$ cat config.mk
export PLATFORM = sky130hd
export DESIGN_NAME = regfile_wb_arbiter_flat
export DESIGN_NICKNAME = d
export VERILOG_FILES = /design/src/rtl/regfile_pkg.sv /design/src/rtl/regfile_wb_arbiter_if.sv /design/src/rtl/regfile_wb_arbiter_scoreboard.sv /design/src/rtl/regfile_wb_arbiter.sv /design/src/flat_wrapper.sv
export SDC_FILE = /design/constraint.sdc
export NUM_CORES = 1
export LEC_CHECK = 0
export CORE_MARGIN = 5
export CORE_UTILIZATION = 25
export CTS_CLUSTER_SIZE = 24
export DETAILED_ROUTE_END_ITERATION = 12
export GPL_ROUTABILITY_DRIVEN = 0
export HOLD_SLACK_MARGIN = 0.12
export PLACE_DENSITY_LB_ADDON = 0.1
export SKIP_LAST_GASP = 1
export SLEW_MARGIN = 20
export SYNTH_ARGS = -nofsm -noshare
export SYNTH_HDL_FRONTEND = slang
export SYNTH_SLANG_ARGS = --single-unit
$ cat constraint.sdc
create_clock -name Clk -period 6.4 [get_ports Clk]
set_input_delay 1.6 -clock Clk [delete_from_list [all_inputs] [get_ports Clk]]
set_output_delay 1.6 -clock Clk [all_outputs]
set_load 0.05 [all_outputs]
$ cat src/rtl/regfile_pkg.sv
// rtl/regfile_pkg.sv - shared widths, zero-register index, source encoding and popcount helper
package regfile_pkg;

    localparam int DATA_W        = 64;
    localparam int IDX_W         = 5;
    localparam int CNT_W         = IDX_W + 1;
    localparam int NUM_ARCH_REGS = 31;

    // XZR: reads as zero, never written, never tracked as pending
    localparam logic [IDX_W-1:0] ZR_IDX = IDX_W'(31);

    typedef enum logic {
        SRC_ALU = 1'b0,
        SRC_MEM = 1'b1
    } src_e;

    function automatic logic [CNT_W-1:0] popcount(input logic [NUM_ARCH_REGS-1:0] v);
        logic [CNT_W-1:0] c;
        c = '0;
        for (int i = 0; i < NUM_ARCH_REGS; i++) begin
            c = c + CNT_W'(v[i]);
        end
        return c;
    endfunction

endpackage

$ cat src/rtl/regfile_wb_arbiter_if.sv
// rtl/regfile_wb_arbiter_if.sv - writeback request, register-file write and hazard lookup bundle
// master: ALU/MEM requests, decode mark and read indices; observes ready, write port, hazards
// slave : the arbiter; drives ready, RegWr/RW/BusW, HazardA/B, PendingCnt
interface regfile_wb_arbiter_if;
    import regfile_pkg::*;

    logic              AluValid;
    logic [IDX_W-1:0]  AluRW;
    logic [DATA_W-1:0] AluData;
    logic              AluReady;
    logic              MemValid;
    logic [IDX_W-1:0]  MemRW;
    logic [DATA_W-1:0] MemData;
    logic              MemReady;
    logic              RegWr;
    logic [IDX_W-1:0]  RW;
    logic [DATA_W-1:0] BusW;
    logic              MarkValid;
    logic [IDX_W-1:0]  MarkRW;
    logic [IDX_W-1:0]  RA;
    logic [IDX_W-1:0]  RB;
    logic              HazardA;
    logic              HazardB;
    logic [CNT_W-1:0]  PendingCnt;

    modport master (
        output AluValid, AluRW, AluData, MemValid, MemRW, MemData,
               MarkValid, MarkRW, RA, RB,
        input  AluReady, MemReady, RegWr, RW, BusW, HazardA, HazardB, PendingCnt
    );

    modport slave (
        input  AluValid, AluRW, AluData, MemValid, MemRW, MemData,
               MarkValid, MarkRW, RA, RB,
        output AluReady, MemReady, RegWr, RW, BusW, HazardA, HazardB, PendingCnt
    );

endinterface

$ cat src/rtl/regfile_wb_arbiter_scoreboard.sv
// rtl/regfile_wb_arbiter_scoreboard.sv - pending-destination vector with set/clear, hazard lookup, popcount
// clk/rst_n: clock, async active-low reset; mark_*: set pending; clr_*: clear on register-file write
// ra/rb: decode read indices; hazard_a/b: index is pending; pending_cnt: popcount of pending
module regfile_scoreboard
    import regfile_pkg::*;
(
    input  logic             clk,
    input  logic             rst_n,
    input  logic             mark_valid,
    input  logic [IDX_W-1:0] mark_rw,
    input  logic             clr_valid,
    input  logic [IDX_W-1:0] clr_rw,
    input  logic [IDX_W-1:0] ra,
    input  logic [IDX_W-1:0] rb,
    output logic             hazard_a,
    output logic             hazard_b,
    output logic [CNT_W-1:0] pending_cnt
);

    logic [NUM_ARCH_REGS-1:0] pending;
    logic [NUM_ARCH_REGS-1:0] pending_nxt;
    logic [2**IDX_W-1:0]      pending_ext;

    // Set is applied after clear so a newer producer marked on the write edge stays pending
    always_comb begin
        pending_nxt = pending;
        if (clr_valid && (clr_rw != ZR_IDX)) begin
            pending_nxt[clr_rw] = 1'b0;
        end
        if (mark_valid && (mark_rw != ZR_IDX)) begin
            pending_nxt[mark_rw] = 1'b1;
        end
    end

    always_ff @(posedge clk or negedge rst_n) begin
        if (!rst_n) begin
            pending     <= '0;
            pending_cnt <= '0;
        end else begin
            pending     <= pending_nxt;
            pending_cnt <= popcount(pending_nxt);
        end
    end

    // Pad to the full index space so a lookup of XZR never reads out of range
    assign pending_ext = {{(2**IDX_W - NUM_ARCH_REGS){1'b0}}, pending};
    assign hazard_a    = pending_ext[ra] && (ra != ZR_IDX);
    assign hazard_b    = pending_ext[rb] && (rb != ZR_IDX);

endmodule

$ cat src/rtl/regfile_wb_arbiter.sv
// rtl/regfile_wb_arbiter.sv - round-robin arbiter of ALU/load writebacks onto the register-file write port
// Clk: rising-edge clock; ResetL: async active-low reset
// bus (slave): AluValid/AluRW/AluData/AluReady, MemValid/MemRW/MemData/MemReady,
//              RegWr/RW/BusW, MarkValid/MarkRW, RA/RB, HazardA/HazardB, PendingCnt
module regfile_wb_arbiter
    import regfile_pkg::*;
(
    input  logic          Clk,
    input  logic          ResetL,
    regfile_wb_arbiter_if.slave bus
);

    src_e              last_grant;
    logic              alu_zr;
    logic              mem_zr;
    logic              alu_req;
    logic              mem_req;
    logic              grant_alu;
    logic              grant_mem;
    logic              reg_wr_q;
    logic [IDX_W-1:0]  rw_q;
    logic [DATA_W-1:0] busw_q;

    // XZR requests are absorbed immediately and never compete for the write port
    always_comb begin
        alu_zr    = bus.AluValid && (bus.AluRW == ZR_IDX);
        mem_zr    = bus.MemValid && (bus.MemRW == ZR_IDX);
        alu_req   = bus.AluValid && !alu_zr;
        mem_req   = bus.MemValid && !mem_zr;
        grant_alu = alu_req && (!mem_req || (last_grant == SRC_MEM));
        grant_mem = mem_req && (!alu_req || (last_grant == SRC_ALU));
    end

    assign bus.AluReady = ResetL && (alu_zr || grant_alu);
    assign bus.MemReady = ResetL && (mem_zr || grant_mem);

    always_ff @(posedge Clk or negedge ResetL) begin
        if (!ResetL) begin
            reg_wr_q   <= 1'b0;
            rw_q       <= '0;
            busw_q     <= '0;
            last_grant <= SRC_MEM;
        end else begin
            reg_wr_q <= grant_alu || grant_mem;
            if (grant_alu) begin
                rw_q       <= bus.AluRW;
                busw_q     <= bus.AluData;
                last_grant <= SRC_ALU;
            end else if (grant_mem) begin
                rw_q       <= bus.MemRW;
                busw_q     <= bus.MemData;
                last_grant <= SRC_MEM;
            end
        end
    end

    assign bus.RegWr = reg_wr_q;
    assign bus.RW    = rw_q;
    assign bus.BusW  = busw_q;

    // Clear uses the registered write so pending drops on the edge the register file captures it
    regfile_scoreboard u_scoreboard (
        .clk         (Clk),
        .rst_n       (ResetL),
        .mark_valid  (bus.MarkValid),
        .mark_rw     (bus.MarkRW),
        .clr_valid   (reg_wr_q),
        .clr_rw      (rw_q),
        .ra          (bus.RA),
        .rb          (bus.RB),
        .hazard_a    (bus.HazardA),
        .hazard_b    (bus.HazardB),
        .pending_cnt (bus.PendingCnt)
    );

endmodule

$ cat src/flat_wrapper.sv
// flat-port wrapper written by rule: the top's interface ports become plain ports
module regfile_wb_arbiter_flat import regfile_pkg::*;
  (Clk, ResetL, bus_AluValid, bus_AluRW, bus_AluData, bus_MemValid, bus_MemRW, bus_MemData, bus_MarkValid, bus_MarkRW, bus_RA, bus_RB, bus_AluReady, bus_MemReady, bus_RegWr, bus_RW, bus_BusW, bus_HazardA, bus_HazardB, bus_PendingCnt);
  regfile_wb_arbiter_if bus_i ();
  input  logic Clk;
  input  logic ResetL;
  input wire logic [$bits(bus_i.AluValid)-1:0] bus_AluValid;
  input wire logic [$bits(bus_i.AluRW)-1:0] bus_AluRW;
  input wire logic [$bits(bus_i.AluData)-1:0] bus_AluData;
  input wire logic [$bits(bus_i.MemValid)-1:0] bus_MemValid;
  input wire logic [$bits(bus_i.MemRW)-1:0] bus_MemRW;
  input wire logic [$bits(bus_i.MemData)-1:0] bus_MemData;
  input wire logic [$bits(bus_i.MarkValid)-1:0] bus_MarkValid;
  input wire logic [$bits(bus_i.MarkRW)-1:0] bus_MarkRW;
  input wire logic [$bits(bus_i.RA)-1:0] bus_RA;
  input wire logic [$bits(bus_i.RB)-1:0] bus_RB;
  output wire logic [$bits(bus_i.AluReady)-1:0] bus_AluReady;
  output wire logic [$bits(bus_i.MemReady)-1:0] bus_MemReady;
  output wire logic [$bits(bus_i.RegWr)-1:0] bus_RegWr;
  output wire logic [$bits(bus_i.RW)-1:0] bus_RW;
  output wire logic [$bits(bus_i.BusW)-1:0] bus_BusW;
  output wire logic [$bits(bus_i.HazardA)-1:0] bus_HazardA;
  output wire logic [$bits(bus_i.HazardB)-1:0] bus_HazardB;
  output wire logic [$bits(bus_i.PendingCnt)-1:0] bus_PendingCnt;
  assign bus_i.AluValid = bus_AluValid;
  assign bus_i.AluRW = bus_AluRW;
  assign bus_i.AluData = bus_AluData;
  assign bus_i.MemValid = bus_MemValid;
  assign bus_i.MemRW = bus_MemRW;
  assign bus_i.MemData = bus_MemData;
  assign bus_i.MarkValid = bus_MarkValid;
  assign bus_i.MarkRW = bus_MarkRW;
  assign bus_i.RA = bus_RA;
  assign bus_i.RB = bus_RB;
  assign bus_AluReady = bus_i.AluReady;
  assign bus_MemReady = bus_i.MemReady;
  assign bus_RegWr = bus_i.RegWr;
  assign bus_RW = bus_i.RW;
  assign bus_BusW = bus_i.BusW;
  assign bus_HazardA = bus_i.HazardA;
  assign bus_HazardB = bus_i.HazardB;
  assign bus_PendingCnt = bus_i.PendingCnt;
  regfile_wb_arbiter u_core (.Clk(Clk), .ResetL(ResetL), .bus(bus_i));
endmodule
### Word level (Yosys, flattened, before mapping)

Cells that the tools add are included.

* register bits after elaboration: 108
* input port bits: 158
* output and inout port bits: 80
* logic and storage cells: 92

* add/sub/neg operators: 30
* $lt $le $gt $ge: 6
* equal/unequal tests: 6
* mux-type cells: 16
* bitwise logic cells: 4
* reduce and logical (&&, ||, !) cells: 24

Operators with widths (count)
* $add 6x1->6: 25
* $mux 64: 2
* $mux 31: 2
* $and 31x31->31: 1
* $not 31->31: 1
* $or 31x31->31: 1
* $lt 5x6->1 const B: 4
* $ne 5x5->1 const B: 4
* $logic_and 1x1->1: 14
* $bmux 1 s5: 2
* $demux 1 s5: 2
* $eq 5x5->1 const B: 2
* $ge 5x1->1 const B: 2
* $mux 5: 2
* $add 5x1->6: 1
* $mux 1: 6
* $add 4x1->5: 1
* $logic_or 1x1->1: 5
* $add 3x1->4: 1
* $logic_not 1->1: 4
* $add 2x1->3: 1
* $add 1x1->2: 1
* $reduce_bool 2->1: 1
* $not 1->1: 1

### Logic depth before layout (Yosys ltp)

* depth after elaboration: 39
* gate-level depth with buffers: 21
* depth with buffers taken out: 20

### Cells and area by module

From an unflattened synthesis, not the netlist that was laid out.

* cell total of the unflattened synthesis: 525
* area total of the unflattened synthesis: 6175.9 um2

Modules (own cells, without submodules)
* regfile_wb_arbiter: times used 1, cells an instance 255, area each 3308.2 um2, sequential area each 1778.0 um2
* regfile_scoreboard: times used 1, cells an instance 270, area each 2867.8 um2, sequential area each 925.9 um2

### Least setup slack after synthesis

Ideal clock, no wire load.

* path type: input -> register
* start point: in bus_MarkRW[3]
* end point: reg u_core.u_scoreboard.pending_cnt[4]
* library setup time: 0.080 ns
* arrival: 6.577 ns
* required time: 6.320 ns
* setup slack: -0.257 ns
* stages on the path: 18
* buffers on the path: 0
* cells stage by stage: or3_1 o21a_1 fa_1 inv_1 fa_1 fa_1 fa_1 inv_1 fa_1 fa_1 inv_1 fa_1 inv_1 fa_1 inv_1 a21o_1 a21oi_1 xnor2_1

* longest elaborated chain between the ends: 36
* elaborated cells on any way between the ends: 39
* those cells by class: add/sub: 30; order compare: 2; eq/ne: 1; mux: 3; bitwise: 1; reduce/logical: 2

Ends and longest elaborated chain
* start, declared: line flat_wrapper.sv:14 `input wire logic [$bits(bus_i.MarkRW)-1:0] bus_MarkRW;`
* $lt 5x6->1 (implied by the code) / $ge 5x1->1 (equally long branches): line regfile_wb_arbiter_scoreboard.sv:31 `pending_nxt[mark_rw] = 1'b1;`
* $logic_and 1x1->1 (implied by the code): line regfile_wb_arbiter_scoreboard.sv:31
* $mux 1 (implied by the code): line regfile_wb_arbiter_scoreboard.sv:31
* $demux 1 s5: line regfile_wb_arbiter_scoreboard.sv:31
* $or 31x31->31 (no line)
* $mux 31 *: line regfile_wb_arbiter_scoreboard.sv:30 `if (mark_valid && (mark_rw != ZR_IDX)) begin`
* $add 1x1->2: line regfile_pkg.sv:21 `c = c + CNT_W'(v[i]);`
* $add 2x1->3: line regfile_pkg.sv:21
* $add 3x1->4: line regfile_pkg.sv:21
* $add 4x1->5: line regfile_pkg.sv:21
* $add 5x1->6: line regfile_pkg.sv:21
* $add 6x1->6 (24 in a row): line regfile_pkg.sv:21
* $add 6x1->6 *: line regfile_pkg.sv:21
* end signal, assigned: line regfile_wb_arbiter_scoreboard.sv:41 `pending_cnt <= popcount(pending_nxt);`
* end, declared: line regfile_wb_arbiter_scoreboard.sv:17 `output logic [CNT_W-1:0] pending_cnt`

Every way passes the cells marked *; elsewhere a longest branch is shown, timed or not.
A chain may end at the register's enable or synchronous reset.

### Final worst setup path

Ends and elaborated chain as after synthesis.

==> reports/summary.txt <==
worst reg2reg endpoint - u_core.u_scoreboard.pending_cnt[4]
routed via count - 6311
clock latency on the worst-skew pair - 0.36 ns
Min-Delay Startpoint - u_core.last_grant
reg-to-reg slack, setup - 0.77 ns
core box area - 25300 µm²
crit path time final - 6.33 ns
ys flop type - dfrtp_1
GRT Overall Usage - 0.175
synthesis-to-layout area growth - 49.9%
ys async rst share - 1.00
Core Rows - 58
WHS - 0.477 ns
die footprint - 29100 µm²
crit end category - register
fmax - 158 MHz
Non-Filler Instances - 1240
CP required - 6.68 ns
Worst slew margin - 0.376
nets - 1092
Final setup viols - 0
Slew Limit Fails - 0
Num CTS Buffers - 9
synthesized netlist cell count - 675
via/cell ratio - 5.09
critical path class - input port to register
port bufs - 237
Distinct cells, synth - 43
clk_skew - 0.0116 ns
top cells by area, synth - dfrtp_1, fa_1, a31oi_1, o21ai_0, nand3_1
Hold Crit Depth - 2
vias in the first global route - 6707
wire per inst - 20.7 µm
number of instances in the placed design - 1223
design area - 9660 µm²
Seq cells post-synth - 108
CTS Hold Bufs - 0
worst min path class - register to register
cell accounting for the most synthesized area - dfrtp_1
DRC viols - 0
Post-synth EDFFs - 0
crit-path max FO - 8
placed inst area - 9320 µm²
RSZ-0062 raised after global routing - true
initial antenna violation count - 4
largest net degree at the start of global routing - 90
hold worst-path end - u_core.last_grant
syn avg cell area - 9.55 µm²
first-pass GRT wire length - 39800 µm
Worst R2R Start - u_core.bus.RW[1]
Critical Path AT - 6.61 ns
Synth Net Count - 863
ANT nets after route - 0
most common cell in the netlist - dfrtp_1
CTS tree - built
Setup crit start kind - input port
cell count of the worst reg-to-reg path - 19
Post-Syn Area - 6450 µm²
drt initial violations - 452
HPWL after DPL - 18400 µm
Boundary Pins - 238
clock sinks - 108
status - completed
root buf cell - clkbuf_16
gr ovfl total - 0
final worst-path cycle share - 0.988
share of layout cells above drive strength 1 - 0.114
Max-Cap Viols - 0
area share of the largest cell type after synthesis - 0.415
Worst-path clk slew - 0.07 ns
Clock Path Buffers - 2
Hold Fails Final Rpt - 0
Die Span X - 171 µm
Yosys warning count - 0
H-tree levels - 3
top cells by count, synth - dfrtp_1, o21ai_0, a31oi_1, nand3_1, nor3_1
actual slew at the worst max-slew pin - 0.936 ns
drt total wl - 25700 µm
Setup Fix Bufs, Post-CTS - 0
initial core utilization - 0.255
DRT Pass-1 Iters - 4
Die Y - 171 µm
register area share after synthesis - 0.419
==> cell type report <==
| class | count | area, µm² |
|---|---|---|
| Sequential cell | 108 | 2700 |
| Clock buffer | 11 | 253 |
| Tap cell | 330 | 413 |
| Multi-Input combinational cell | 469 | 3370 |
| Fill cell | 2621 | 15600 |
| Inverter | 35 | 131 |
| Timing Repair Buffer | 281 | 2730 |
| Antenna cell | 1 | 2.50 |
| Clock inverter | 5 | 65.1 |
==> sequential cells by signal (all words and copies together), names as in the netlist <==
| signal | count |
|---|---|
| u_core.last_grant | 1 |
| u_core.u_scoreboard.pending | 31 |
| u_core.bus.BusW | 64 |
| u_core.u_scoreboard.pending_cnt | 6 |
| u_core.bus.RegWr | 1 |
| u_core.bus.RW | 5 |
==> cell usage in the layout (no fill, tap or decap), drive strengths merged <==
master	instances
buf	48
and4b	3
nor2b	2
a21o	4
a21boi	3
diode	1
nor3b	2
or3	2
mux2i	2
o2111ai	4
dfrtp	107
bufinv	1
a21bo	2
clkdlybuf4s50	230
clkdlybuf4s15	1
nand3	72
fa	23
o32a	2
o21ai	121
a2bb2oi	2
and2	1
o211a	1
nand3b	14
nor2	6
nand2	17
or3b	4
clkinv	1
o21a	11
xnor2	3
o221ai	2
nand2b	2
clkbuf	13
a31oi	72
inv	38
mux4	14
dfstp	1
and4	2
nor3	67
a21oi	2
ha	7
==> worst max path at each step <==
stage | from | to | slack [ns] | cells after the start
final | bus_MarkRW[3] | u_core.u_scoreboard.pending_cnt[4] | 0.07 | 19
after global routing | bus_MarkRW[0] | u_core.u_scoreboard.pending_cnt[4] | -0.08 | 20
after CTS | bus_MarkRW[1] | u_core.u_scoreboard.pending_cnt[4] | 0.003 | 21
after detailed placement | bus_MarkRW[3] | u_core.u_scoreboard.pending_cnt[4] | -0.77 | 19
after global placement | bus_MarkRW[4] | u_core.u_scoreboard.pending_cnt[4] | -0.76 | 19
after floorplan | bus_MarkRW[3] | u_core.u_scoreboard.pending_cnt[4] | 0.009 | 18
==> per-layer routing <==
layer  global-route usage  part of all wire  wire (µm)
met3               0.0679             0.087       2250
met1                0.218              0.42      10800
met4               0.0507             0.022        571
met2                0.283              0.47      12100
met5                    0            0.0018         46
==> timing repair <==
action                     4_1_cts  5_1_grt
gates resized for setup         22       15
gates cloned                     0        0
setup endpoints to repair        5        3
pin swaps                        5       10
==> critical path, stage by stage <==
cell and delay (ns):
buf_2 0.15, or3_4 0.40, o21a_1 0.23, fa_1 0.54, inv_1 0.05, fa_2 0.52
fa_1 0.43, fa_1 0.54, inv_1 0.05, fa_1 0.45, fa_1 0.51, inv_1 0.05
fa_2 0.36, inv_2 0.07, fa_2 0.19, inv_1 0.04, a21o_1 0.15, a21oi_2 0.13
xnor2_1 0.12
==> kinds of logic after synthesis <==
group / Yosys count / share of synthesized area
DFF: 108 / 0.419
AOI/OAI and AO/OA: 226 / 0.210
and+or+nand+nor: 194 / 0.160
adders and majority gates: 30 / 0.0850
buffers and inverters: 98 / 0.0695
xor gates and xnor gates: 3 / 0.00408
muxes: 16 / 0.0520
==> per-stage QoR <==
step	setup slack [ns]	setup TNS, ns	util
floorplan	0.00891	0	-
global placement	-0.763	-3.57	0.367
detailed placement	-0.774	-3.56	0.369
CTS	0.00262	0	0.382
global route	-0.0848	-0.0848	0.383
finish	0.0745	0	0.383
Power is not shown: default switching activity piles up to over one toggle a cycle in this logic, so the estimate is an artifact.
